$ cat src/rtl/mem_stage_pkg.sv
// Shared types and helpers for the memory stage: FSM state, access-size codes,
// byte-strobe generation and load extension.
package mem_stage_pkg;

    typedef enum logic [1:0] {
        IDLE  = 2'd0,
        FILL  = 2'd1,
        WRITE = 2'd2
    } state_t;

    localparam logic [1:0] SZ_BYTE = 2'd0;
    localparam logic [1:0] SZ_HALF = 2'd1;
    localparam logic [1:0] SZ_WORD = 2'd2;

    // Helpers work on the widest supported word; callers slice down to DATA_W.
    localparam int unsigned MAX_BYTES  = 16;
    localparam int unsigned MAX_DATA_W = MAX_BYTES * 8;

    typedef logic [3:0]            byteOff_t;
    typedef logic [MAX_BYTES-1:0]  strobe_t;
    typedef logic [MAX_DATA_W-1:0] wideWord_t;

    function automatic int unsigned sizeBytes(input logic [1:0] size,
                                              input int unsigned wordBytes);
        case (size)
            SZ_BYTE: return 1;
            SZ_HALF: return 2;
            default: return wordBytes;
        endcase
    endfunction

    function automatic logic isMisaligned(input logic [1:0] size,
                                          input byteOff_t off);
        case (size)
            SZ_BYTE: return 1'b0;
            SZ_HALF: return off[0];
            default: return off != '0;
        endcase
    endfunction

    function automatic strobe_t makeStrobe(input logic [1:0] size,
                                           input byteOff_t off,
                                           input int unsigned wordBytes);
        strobe_t     strb  = '0;
        int unsigned first = 32'(off);
        int unsigned last  = first + sizeBytes(size, wordBytes);
        for (int unsigned i = 0; i < MAX_BYTES; i++) begin
            strb[i] = (i >= first) && (i < last);
        end
        return strb;
    endfunction

    // raw is already shifted so the addressed byte sits in bits [7:0].
    function automatic wideWord_t extendLoad(input wideWord_t raw,
                                             input logic [1:0] size,
                                             input logic isUnsigned);
        case (size)
            SZ_BYTE: return {{(MAX_DATA_W-8){~isUnsigned & raw[7]}}, raw[7:0]};
            SZ_HALF: return {{(MAX_DATA_W-16){~isUnsigned & raw[15]}}, raw[15:0]};
            default: return raw;
        endcase
    endfunction

endpackage

$ cat src/rtl/dcache_array.sv
// Direct-mapped tag/valid/data storage: whole-line fill port, byte-strobed word
// write port, combinational read of the indexed line.
module dcache_array
    import mem_stage_pkg::*;
#(
    parameter int DATA_W     = 32,
    parameter int LINE_WORDS = 4,
    parameter int SETS       = 16,
    parameter int TAG_W      = 24
) (
    input  logic                         clk,
    input  logic                         rst,
    input  logic [$clog2(SETS)-1:0]      index,
    input  logic [$clog2(LINE_WORDS)-1:0] wordSel,
    output logic                         rdValid,
    output logic [TAG_W-1:0]             rdTag,
    output logic [DATA_W-1:0]            rdWord,
    input  logic                         fillEn,
    input  logic [TAG_W-1:0]             fillTag,
    input  logic [LINE_WORDS*DATA_W-1:0] fillLine,
    input  logic                         wrEn,
    input  logic [DATA_W-1:0]            wrData,
    input  logic [DATA_W/8-1:0]          wrStrb
);

    logic [SETS-1:0]   validBits;
    logic [TAG_W-1:0]  tagMem  [SETS];
    logic [DATA_W-1:0] dataMem [SETS][LINE_WORDS];

    always_ff @(posedge clk or posedge rst) begin
        if (rst) begin
            validBits <= '0;
        end else if (fillEn) begin
            validBits[index] <= 1'b1;
        end
    end

    // NOTE: tag and data arrays are not reset; the valid bits alone make stale contents unreachable.
    always_ff @(posedge clk) begin
        if (fillEn) begin
            tagMem[index] <= fillTag;
            for (int w = 0; w < LINE_WORDS; w++) begin
                dataMem[index][w] <= fillLine[w*DATA_W +: DATA_W];
            end
        end else if (wrEn) begin
            for (int b = 0; b < DATA_W/8; b++) begin
                if (wrStrb[b]) begin
                    dataMem[index][wordSel][b*8 +: 8] <= wrData[b*8 +: 8];
                end
            end
        end
    end

    assign rdValid = validBits[index];
    assign rdTag   = tagMem[index];
    assign rdWord  = dataMem[index][wordSel];

endmodule

$ cat src/rtl/mem_stage_ctrl.sv
// Pipeline memory stage: write-through, no-write-allocate direct-mapped cache
// with a stalling miss/write controller and a handshaked line-fill RAM port.
module mem_stage_ctrl
    import mem_stage_pkg::*;
#(
    parameter int ADDR_W     = 32,
    parameter int DATA_W     = 32,
    parameter int LINE_WORDS = 4,
    parameter int SETS       = 16
) (
    input  logic                         clk,
    input  logic                         rst,
    input  logic                         i_mem_read,
    input  logic                         i_mem_write,
    input  logic [1:0]                   i_size,
    input  logic                         i_unsigned,
    input  logic                         i_branch,
    input  logic                         i_alu_zero,
    input  logic [ADDR_W-1:0]            i_alu_result,
    input  logic [DATA_W-1:0]            i_wdata,
    output logic [DATA_W-1:0]            o_rdata,
    output logic [ADDR_W-1:0]            o_alu_result,
    output logic                         o_pc_src,
    output logic                         o_stall,
    output logic                         o_hit,
    output logic                         o_misalign,
    output logic                         o_ram_req,
    output logic                         o_ram_we,
    output logic [ADDR_W-1:0]            o_ram_addr,
    output logic [DATA_W-1:0]            o_ram_wdata,
    output logic [DATA_W/8-1:0]          o_ram_wstrb,
    input  logic                         i_ram_ready,
    input  logic [LINE_WORDS*DATA_W-1:0] i_ram_rline
);

    localparam int unsigned WORD_BYTES = DATA_W / 8;
    localparam int OFF_W  = $clog2(DATA_W / 8);
    localparam int WSEL_W = $clog2(LINE_WORDS);
    localparam int IDX_W  = $clog2(SETS);
    localparam int TAG_W  = ADDR_W - OFF_W - WSEL_W - IDX_W;

    state_t state, nextState;

    logic [OFF_W-1:0]  offset;
    logic [WSEL_W-1:0] wordSel;
    logic [IDX_W-1:0]  index;
    logic [TAG_W-1:0]  tag;

    assign offset  = i_alu_result[OFF_W-1:0];
    assign wordSel = i_alu_result[OFF_W +: WSEL_W];
    assign index   = i_alu_result[OFF_W+WSEL_W +: IDX_W];
    assign tag     = i_alu_result[ADDR_W-1 -: TAG_W];

    logic             arrValid;
    logic [TAG_W-1:0] arrTag;
    logic [DATA_W-1:0] arrWord;
    logic             lineHit;
    logic             misalign;
    logic             anyReq;
    strobe_t          strobeWide;
    logic [DATA_W/8-1:0] strobe;
    logic [DATA_W-1:0] laneData;
    logic [DATA_W-1:0] laneMasked;

    assign anyReq     = i_mem_read | i_mem_write;
    assign misalign   = anyReq & isMisaligned(i_size, byteOff_t'(offset));
    assign lineHit    = arrValid && (arrTag == tag);
    assign strobeWide = makeStrobe(i_size, byteOff_t'(offset), WORD_BYTES);
    assign strobe     = strobeWide[DATA_W/8-1:0];
    assign laneData   = i_wdata << {offset, 3'b000};

    always_comb begin
        for (int b = 0; b < DATA_W/8; b++) begin
            laneMasked[b*8 +: 8] = strobe[b] ? laneData[b*8 +: 8] : 8'h00;
        end
    end

    dcache_array #(
        .DATA_W     (DATA_W),
        .LINE_WORDS (LINE_WORDS),
        .SETS       (SETS),
        .TAG_W      (TAG_W)
    ) u_array (
        .clk      (clk),
        .rst      (rst),
        .index    (index),
        .wordSel  (wordSel),
        .rdValid  (arrValid),
        .rdTag    (arrTag),
        .rdWord   (arrWord),
        .fillEn   (state == FILL && i_ram_ready),
        .fillTag  (tag),
        .fillLine (i_ram_rline),
        .wrEn     (state == WRITE && i_ram_ready && lineHit),
        .wrData   (laneMasked),
        .wrStrb   (strobe)
    );

    // NOTE: state registers use non-blocking assignments so every flop samples pre-edge values.
    always_ff @(posedge clk or posedge rst) begin
        if (rst) begin
            state <= IDLE;
        end else begin
            state <= nextState;
        end
    end

    // NOTE: every combinational output gets a default first, so no path can infer a latch.
    always_comb begin
        nextState = state;
        case (state)
            IDLE: begin
                if (!misalign) begin
                    if (i_mem_write) begin
                        nextState = WRITE;
                    end else if (i_mem_read && !lineHit) begin
                        nextState = FILL;
                    end
                end
            end
            FILL, WRITE: begin
                if (i_ram_ready) begin
                    nextState = IDLE;
                end
            end
            default: nextState = IDLE;
        endcase
    end

    always_comb begin
        o_stall     = 1'b0;
        o_hit       = 1'b0;
        o_ram_req   = 1'b0;
        o_ram_we    = 1'b0;
        o_ram_wstrb = '0;
        o_ram_wdata = '0;
        case (state)
            IDLE: begin
                if (!misalign) begin
                    if (i_mem_write) begin
                        o_stall = 1'b1;
                    end else if (i_mem_read) begin
                        o_hit   = lineHit;
                        o_stall = ~lineHit;
                    end
                end
            end
            FILL: begin
                o_ram_req = 1'b1;
                o_stall   = 1'b1;
            end
            WRITE: begin
                o_ram_req   = 1'b1;
                o_ram_we    = 1'b1;
                o_stall     = ~i_ram_ready;
                o_ram_wstrb = strobe;
                o_ram_wdata = laneMasked;
            end
            default: ;
        endcase
    end

    // Fills fetch the whole line; writes go out word-aligned with lane strobes.
    always_comb begin
        if (state == FILL) begin
            o_ram_addr = {i_alu_result[ADDR_W-1:OFF_W+WSEL_W], {(OFF_W+WSEL_W){1'b0}}};
        end else begin
            o_ram_addr = {i_alu_result[ADDR_W-1:OFF_W], {OFF_W{1'b0}}};
        end
    end

    wideWord_t loadRaw;
    wideWord_t loadExt;

    always_comb begin
        loadRaw              = '0;
        loadRaw[DATA_W-1:0]  = arrWord >> {offset, 3'b000};
        loadExt              = extendLoad(loadRaw, i_size, i_unsigned);
    end

    assign o_rdata      = loadExt[DATA_W-1:0];
    assign o_misalign   = misalign;
    assign o_alu_result = i_alu_result;
    assign o_pc_src     = i_branch & i_alu_zero & ~o_stall;

endmodule

$ cat config.mk
export PLATFORM = sky130hd
export DESIGN_NAME = mem_stage_ctrl
export DESIGN_NICKNAME = d
export VERILOG_FILES = /design/src/rtl/mem_stage_pkg.sv /design/src/rtl/dcache_array.sv /design/src/rtl/mem_stage_ctrl.sv
export SDC_FILE = /design/constraint.sdc
export NUM_CORES = 2
export LEC_CHECK = 0
export CORE_MARGIN = 2
export CORE_UTILIZATION = 31
export CTS_BUF_LIST = sky130_fd_sc_hd__clkbuf_2 sky130_fd_sc_hd__clkbuf_4 sky130_fd_sc_hd__clkbuf_8
export DETAILED_ROUTE_END_ITERATION = 7
export PLACE_DENSITY_LB_ADDON = 0.1
export SYNTH_ARGS = -nofsm -noshare
export SYNTH_HDL_FRONTEND = slang
export SYNTH_HIERARCHICAL = 1
export SYNTH_SLANG_ARGS = --single-unit
$ cat constraint.sdc
create_clock -name clk -period 9.6 [get_ports clk]
set_clock_uncertainty 0.1 [all_clocks]
set_input_delay 2.4 -clock clk [delete_from_list [all_inputs] [get_ports clk]]
set_output_delay 2.4 -clock clk [all_outputs]
set_load 0.005 [all_outputs]
After elaboration in Yosys (flattened, before gate mapping)
Memories as Yosys holds them, arrays and structs flattened. Cells that the tools add are included.

$add $sub $neg: 1. $lt $le $gt $ge: 11. Eq/ne operators: 7. Shift-type cells: 2. Muxes and demuxes: 570. Bitwise logic cells: 524. Reduce and logical (&&, ||, !) cells: 16.

Operators by type and width (count): $mux W1 (537); $or A1 B1 Y1 (513); $mux W128 (4); $demux W32 S2 (4); $mux W32 (4); $bmux W32 S2 (1); $lt A1 B32 Y1 const A (2); $lt A2 B32 Y1 const A (2); $pmux W32 S2 (1); $mux W8 (5); $add A2 B32 Y32 (1); $shl A32 B5 Y32 (1); $shr A32 B5 Y32 (1); $eq A24 B24 Y1 (1); $mux W24 (1); $mux W16 (1); $or A16 B16 Y16 (1); $logic_and A1 B1 Y1 (10); $mux W2 (4); $mux W4 (2); $pmux W3 S2 (1); $and A1 B1 Y1 (5); $lt A4 B5 Y1 const B (1); $bmux W1 S4 (1); 21 further kinds (27).

Flip-flop bits (word level): 18. RAM bits: 2432. Bits of input ports: 202. Memories kept: 2.

Memories: u_array.dataMem (depth 16, bits a word 128, rd ports 1, clocked after Yosys merged registers in 0, write ports 1, RTL line dcache_array.sv:28) `logic [DATA_W-1:0] dataMem [SETS][LINE_WORDS];`; u_array.tagMem (depth 16, bits a word 24, rd ports 1, clocked after Yosys merged registers in 0, write ports 1, RTL line dcache_array.sv:27) `logic [TAG_W-1:0] tagMem [SETS];`.

Depth between registers and ports, before layout
Word-level depth: 13. Gate-level depth with buffers: 18. Depth with buffers taken out: 11.

Cells and area by module
Netlist, hierarchy kept.

By module, submodules not included: dcache_array (instances 1, cells an instance 4249, area each 94720.8 sq um); mem_stage_ctrl (instances 1, cells an instance 395, area each 2509.9 sq um).

Least setup slack after synthesis
No wires, ideal clock.

Kind: input -> output. Start point: input i_alu_result[4]. End point: output o_hit. Arrival time: 5.325 ns. Slack: 1.775 ns. Stages: 11. Path buffers: 4. Path through: buf_6 > buf_2 > buf_2 > buf_2 > mux4_2 > mux4_2 > xnor2_1 > nand4_1 > nor4_1 > nand4_1 > nor4b_1.

Cells in the longest elaborated chain, start to end: 7. Elaborated cells on any way between the ends: 9.

Ends and longest elaborated chain: start, declared (RTL line mem_stage_ctrl.sv:19) `input logic [ADDR_W-1:0] i_alu_result,`; $mem_v2 Z16 W24; net arrTag[6] (RTL line mem_stage_ctrl.sv:55) `logic [TAG_W-1:0] arrTag;`; $eq A24 B24 Y1 (RTL line mem_stage_ctrl.sv:67) `assign lineHit = arrValid && (arrTag == tag);`; $logic_and A1 B1 Y1 (RTL line mem_stage_ctrl.sv:67); $mux W1 (RTL line mem_stage_ctrl.sv:142) `end else if (i_mem_read) begin`; $mux W1 (RTL line mem_stage_ctrl.sv:140) `if (i_mem_write) begin`; $mux W1 (RTL line mem_stage_ctrl.sv:139) `if (!misalign) begin`; $mux W1 (RTL line mem_stage_ctrl.sv:137) `case (state)`; end, declared (RTL line mem_stage_ctrl.sv:25) `output logic o_hit,`.

The timed path passes the listed nets, and every way through them passes these cells. The select of a mux whose other input is x is not followed.

Worst setup path after layout
Start point: input i_alu_result[4]. End point: output o_rdata[18].

Cells in the longest elaborated chain, start to end: 7. Elaborated cells on any way between the ends: 8.

Ends and longest elaborated chain: $mem_v2 Z16 W128 (*); $bmux W32 S2 (*) (RTL line dcache_array.sv:56) `assign rdWord = dataMem[index][wordSel];`; $mux W32 (implied by the code) (*) (2 in series) (RTL line dcache_array.sv:56); net arrWord[7] (RTL line mem_stage_ctrl.sv:56) `logic [DATA_W-1:0] arrWord;`; $shr A32 B5 Y32 (*) (RTL line mem_stage_ctrl.sv:177) `loadRaw[DATA_W-1:0] = arrWord >> {offset, 3'b000};`; $and A1 B1 Y1 (on tied branches) (RTL line mem_stage_pkg.sv:59, mem_stage_pkg.sv:58); $pmux W32 S2 (*) (RTL line mem_stage_pkg.sv:57) `case (size)`; end, declared (RTL line mem_stage_ctrl.sv:21) `output logic [DATA_W-1:0] o_rdata,`.

The timed path passes the listed nets; every way through them passes the cells marked *. The select of a mux whose other input is x is not followed.

==> impl_metrics.yaml <==
timing:
  hold_viol: 0
  finalHoldWorstSlack_ps: 363
  drv_slew: 0
  rsz0062_at_grt: "false"
  worst_slew_pin_slew_ps: 1320
  slew_headroom_pct: 11.8
  fin_crit_sh_pct: 97.3
  period_needed_ps: 9350
  setup_viol: 0
  final.setup.tns_ps: 0
  max_freq_mhz: 107
cells_and_area:
  nNetsFinal: 5701
  syn_to_final_growth_pct: 19.4
  fin_util_pct: 37.2
  drive_above_1_share_pct: 33.3
worst_setup_path:
  startpoint_type: "primary input"
  crit_type: "in -> out"
  worst_ep_arrival_time_ps: 6850
  reg2reg_depth: 13
  r2r_start: "u_array/tagMem[1][17]$_DFFE_PP_"
  cp-end-kind: "output pin"
  reg2reg_slack_ps: 3700
  r2r-end: "u_array/dataMem[11][120]$_DFFE_PP_"
  cp.required_ps: 7100
  crit_fanout: 41
hold_path:
  hold_path_class: "reg -> reg"
  holdPathEnd: "u_array/validBits[8]$_DFFE_PP0P_"
  hold_start: "u_array/validBits[8]$_DFFE_PP0P_"
  min_path_cells: 1
yosys:
  synth-seq-cells: 2450
  synth_top_area_share_pct: 75.1
  yosysWarnings: 6
  yosys.area.top_type: "edfxtp_1"
  synth.distinct_cells: 52
  syn_inst: 4644
  ys_seq_area_share_pct: 75.6
  yosysMostFrequentCell: "edfxtp_1"
  async_flop_share_pct: 0.735
  synthFlopType: "edfxtp_1"
  synthTopCellsByCount: "2,432 x edfxtp_1, 637 x mux4_2, 351 x nor2_1"
  synth.avg_cell_area_um2: 20.9
  synthTopCellsByArea: "edfxtp_1 75%, mux4_2 15%, a22oi_1 2.0%"
  syn-cell-area_um2: 97200
  synth_edf_count: 2432
global_routing:
  grt_pass1_vias: 52919
  grt_antenna_before_repair: 46
  overflow: 0
  groute.layer.met2.usage_pct: 34.3
  grt_pass1_wl_um: 445000
  met3_usage_pct: 3.44
  grt_use_total_pct: 20.3
  top_usage_layer: "met2"
  use_met1_pct: 26.3
  grt_start_max_net_pins: 53
die:
  start_util_pct: 31.2
  die_h_um: 564
  io_pins: 340
  core_area_um2: 312000
  dieWidth_um: 564
  floorplan.rows: 205
  dieArea_um2: 318000
pwr:
  pwr-share-clk_pct: 39.9
  sw_frac_of_total_pct: 24.1
  powerDensity_nw_per_um2: 198
  p_int_uw: 17500
  p_leak_uw: 0.0367
  p_seq_share_pct: 51.8
  p_sw_uw: 5540
  combPwrFrac_pct: 8.3
  p_total_uw: 23000
  worst_ir_drop_vdd_mv: 0.101
clocking:
  cts_buffers: 421
  cts_setup_buffers: 0
  cts_sinks: 2450
  clock_latency_ps: 1090
  cts_tree: "done"
  cts_buffer_depth: 4
  htreeDepth: 5
  path_clk_slew_ps: 60
  clockRootBuffer: "clkbuf_8"
run:
  cap_violations: 0
place:
  io_buffers: 337
  dp_hpwl_um: 220000
  place_congestion: 0.808
route:
  vias_per_cell: 5.10
  vias: 50906
  wl_per_cell_um: 32.7
  drt-initial-drc-count: 4677
  first_pass_iters: 6
  ant_nets: 0
  drc: 0
  wirelength_um: 326000
outcome:
  status: "finished, final reports clean"
-- final cells by class --
| cell class | instances | area, µm² |
|---|---|---|
| Timing Repair Buffer | 771 | 7030 |
| Fill cell | 28859 | 196000 |
| Clock inverter | 173 | 1060 |
| Multi-Input combinational cell | 1835 | 22200 |
| Antenna cell | 26 | 65.1 |
| Sequential cell | 2450 | 73500 |
| Inverter | 13 | 48.8 |
| Clock buffer | 568 | 7010 |
| Tap cell | 4140 | 5180 |
-- critical path, cell delays in order --
cell             delay, ps
buf_8                  300
buf_12                 400
mux4_2                 550
a22oi_1                300
a21oi_1                230
or4_1                  670
mux2i_1                410
mux2i_1                130
buf_4                  170
nor2_1                  90
a2111o_1               400
o21ai_0                210
clkdlybuf4s50_1        480
-- per-layer routing --
metal	routed length (µm)	vias up
met2	163000	1599
met5	55	-
met3	17600	443
met1	134000	27764
li1	-	21092
met4	10700	8
-- power groups by stage --
stage | registers, µW | logic (µW) | clock network (µW)
floorplan | 12100 | 929 | 0
global placement | 12100 | 1920 | 0
detailed placement | 12200 | 1930 | 0
CTS | 11900 | 1940 | 9500
global route | 11900 | 2000 | 9930
finish | 11900 | 1900 | 9190
-- worst max-delay path by stage --
| stage | startpoint | to |
|---|---|---|
| 2_1_floorplan | i_alu_result[4] | o_hit |
| 3_3_place_gp | i_alu_result[4] | o_hit |
| 3_5_place_dp | i_alu_result[4] | o_hit |
| 4_1_cts | i_alu_result[4] | o_hit |
| 5_1_grt | i_alu_result[4] | o_hit |
| 6_report | i_alu_result[4] | o_rdata[18] |
-- stage by stage --
step | setup WS [ps] | instances | cell area [µm²]
6_report | 255 | 9976 | 116000
5_1_grt | 17.9 | 9969 | 116000
4_1_cts | 58.4 | 9950 | 116000
3_5_place_dp | -359 | 9209 | 108000
3_3_place_gp | -347 | 9209 | 108000
2_1_floorplan | 1770 | 4645 | 97200
-- flip-flops by register name (all words and copies together), names as in the netlist --
register           count
u_array/dataMem     2048
u_array/tagMem       384
u_array/validBits     16
state                  2
-- repair_timing --
action,CTS,global route
pin swaps,0,0
endpoints found under the setup margin,3,2
hold buffers,0,0
resized for setup,2,3
-- cells by family after synthesis --
family	synth area share, %
DFF	75.6
muxes	16.7
and+or+nand+nor	2.41
AOI/OAI and AO/OA	3.11
buffers and inverters	1.90
xor gates and xnor gates	0.216
adders and majority gates	0.0978
other	0.00386
-- layout by cell type (no fill, tap or decap), types with 48 or more instances in the layout --
master	synthesis	routed
nand2_1	61	48
a22oi_1	256	256
clkdlybuf4s50_1	0	331
nor2_1	351	314
clkinv_1	1	107
edfxtp_1	2432	2432
clkbuf_4	0	129
a21oi_1	164	161
buf_4	75	404
mux4_2	637	637
mux2_2	136	136
clkbuf_8	0	439
No activity file was read; power rests on OpenSTA's default activity.
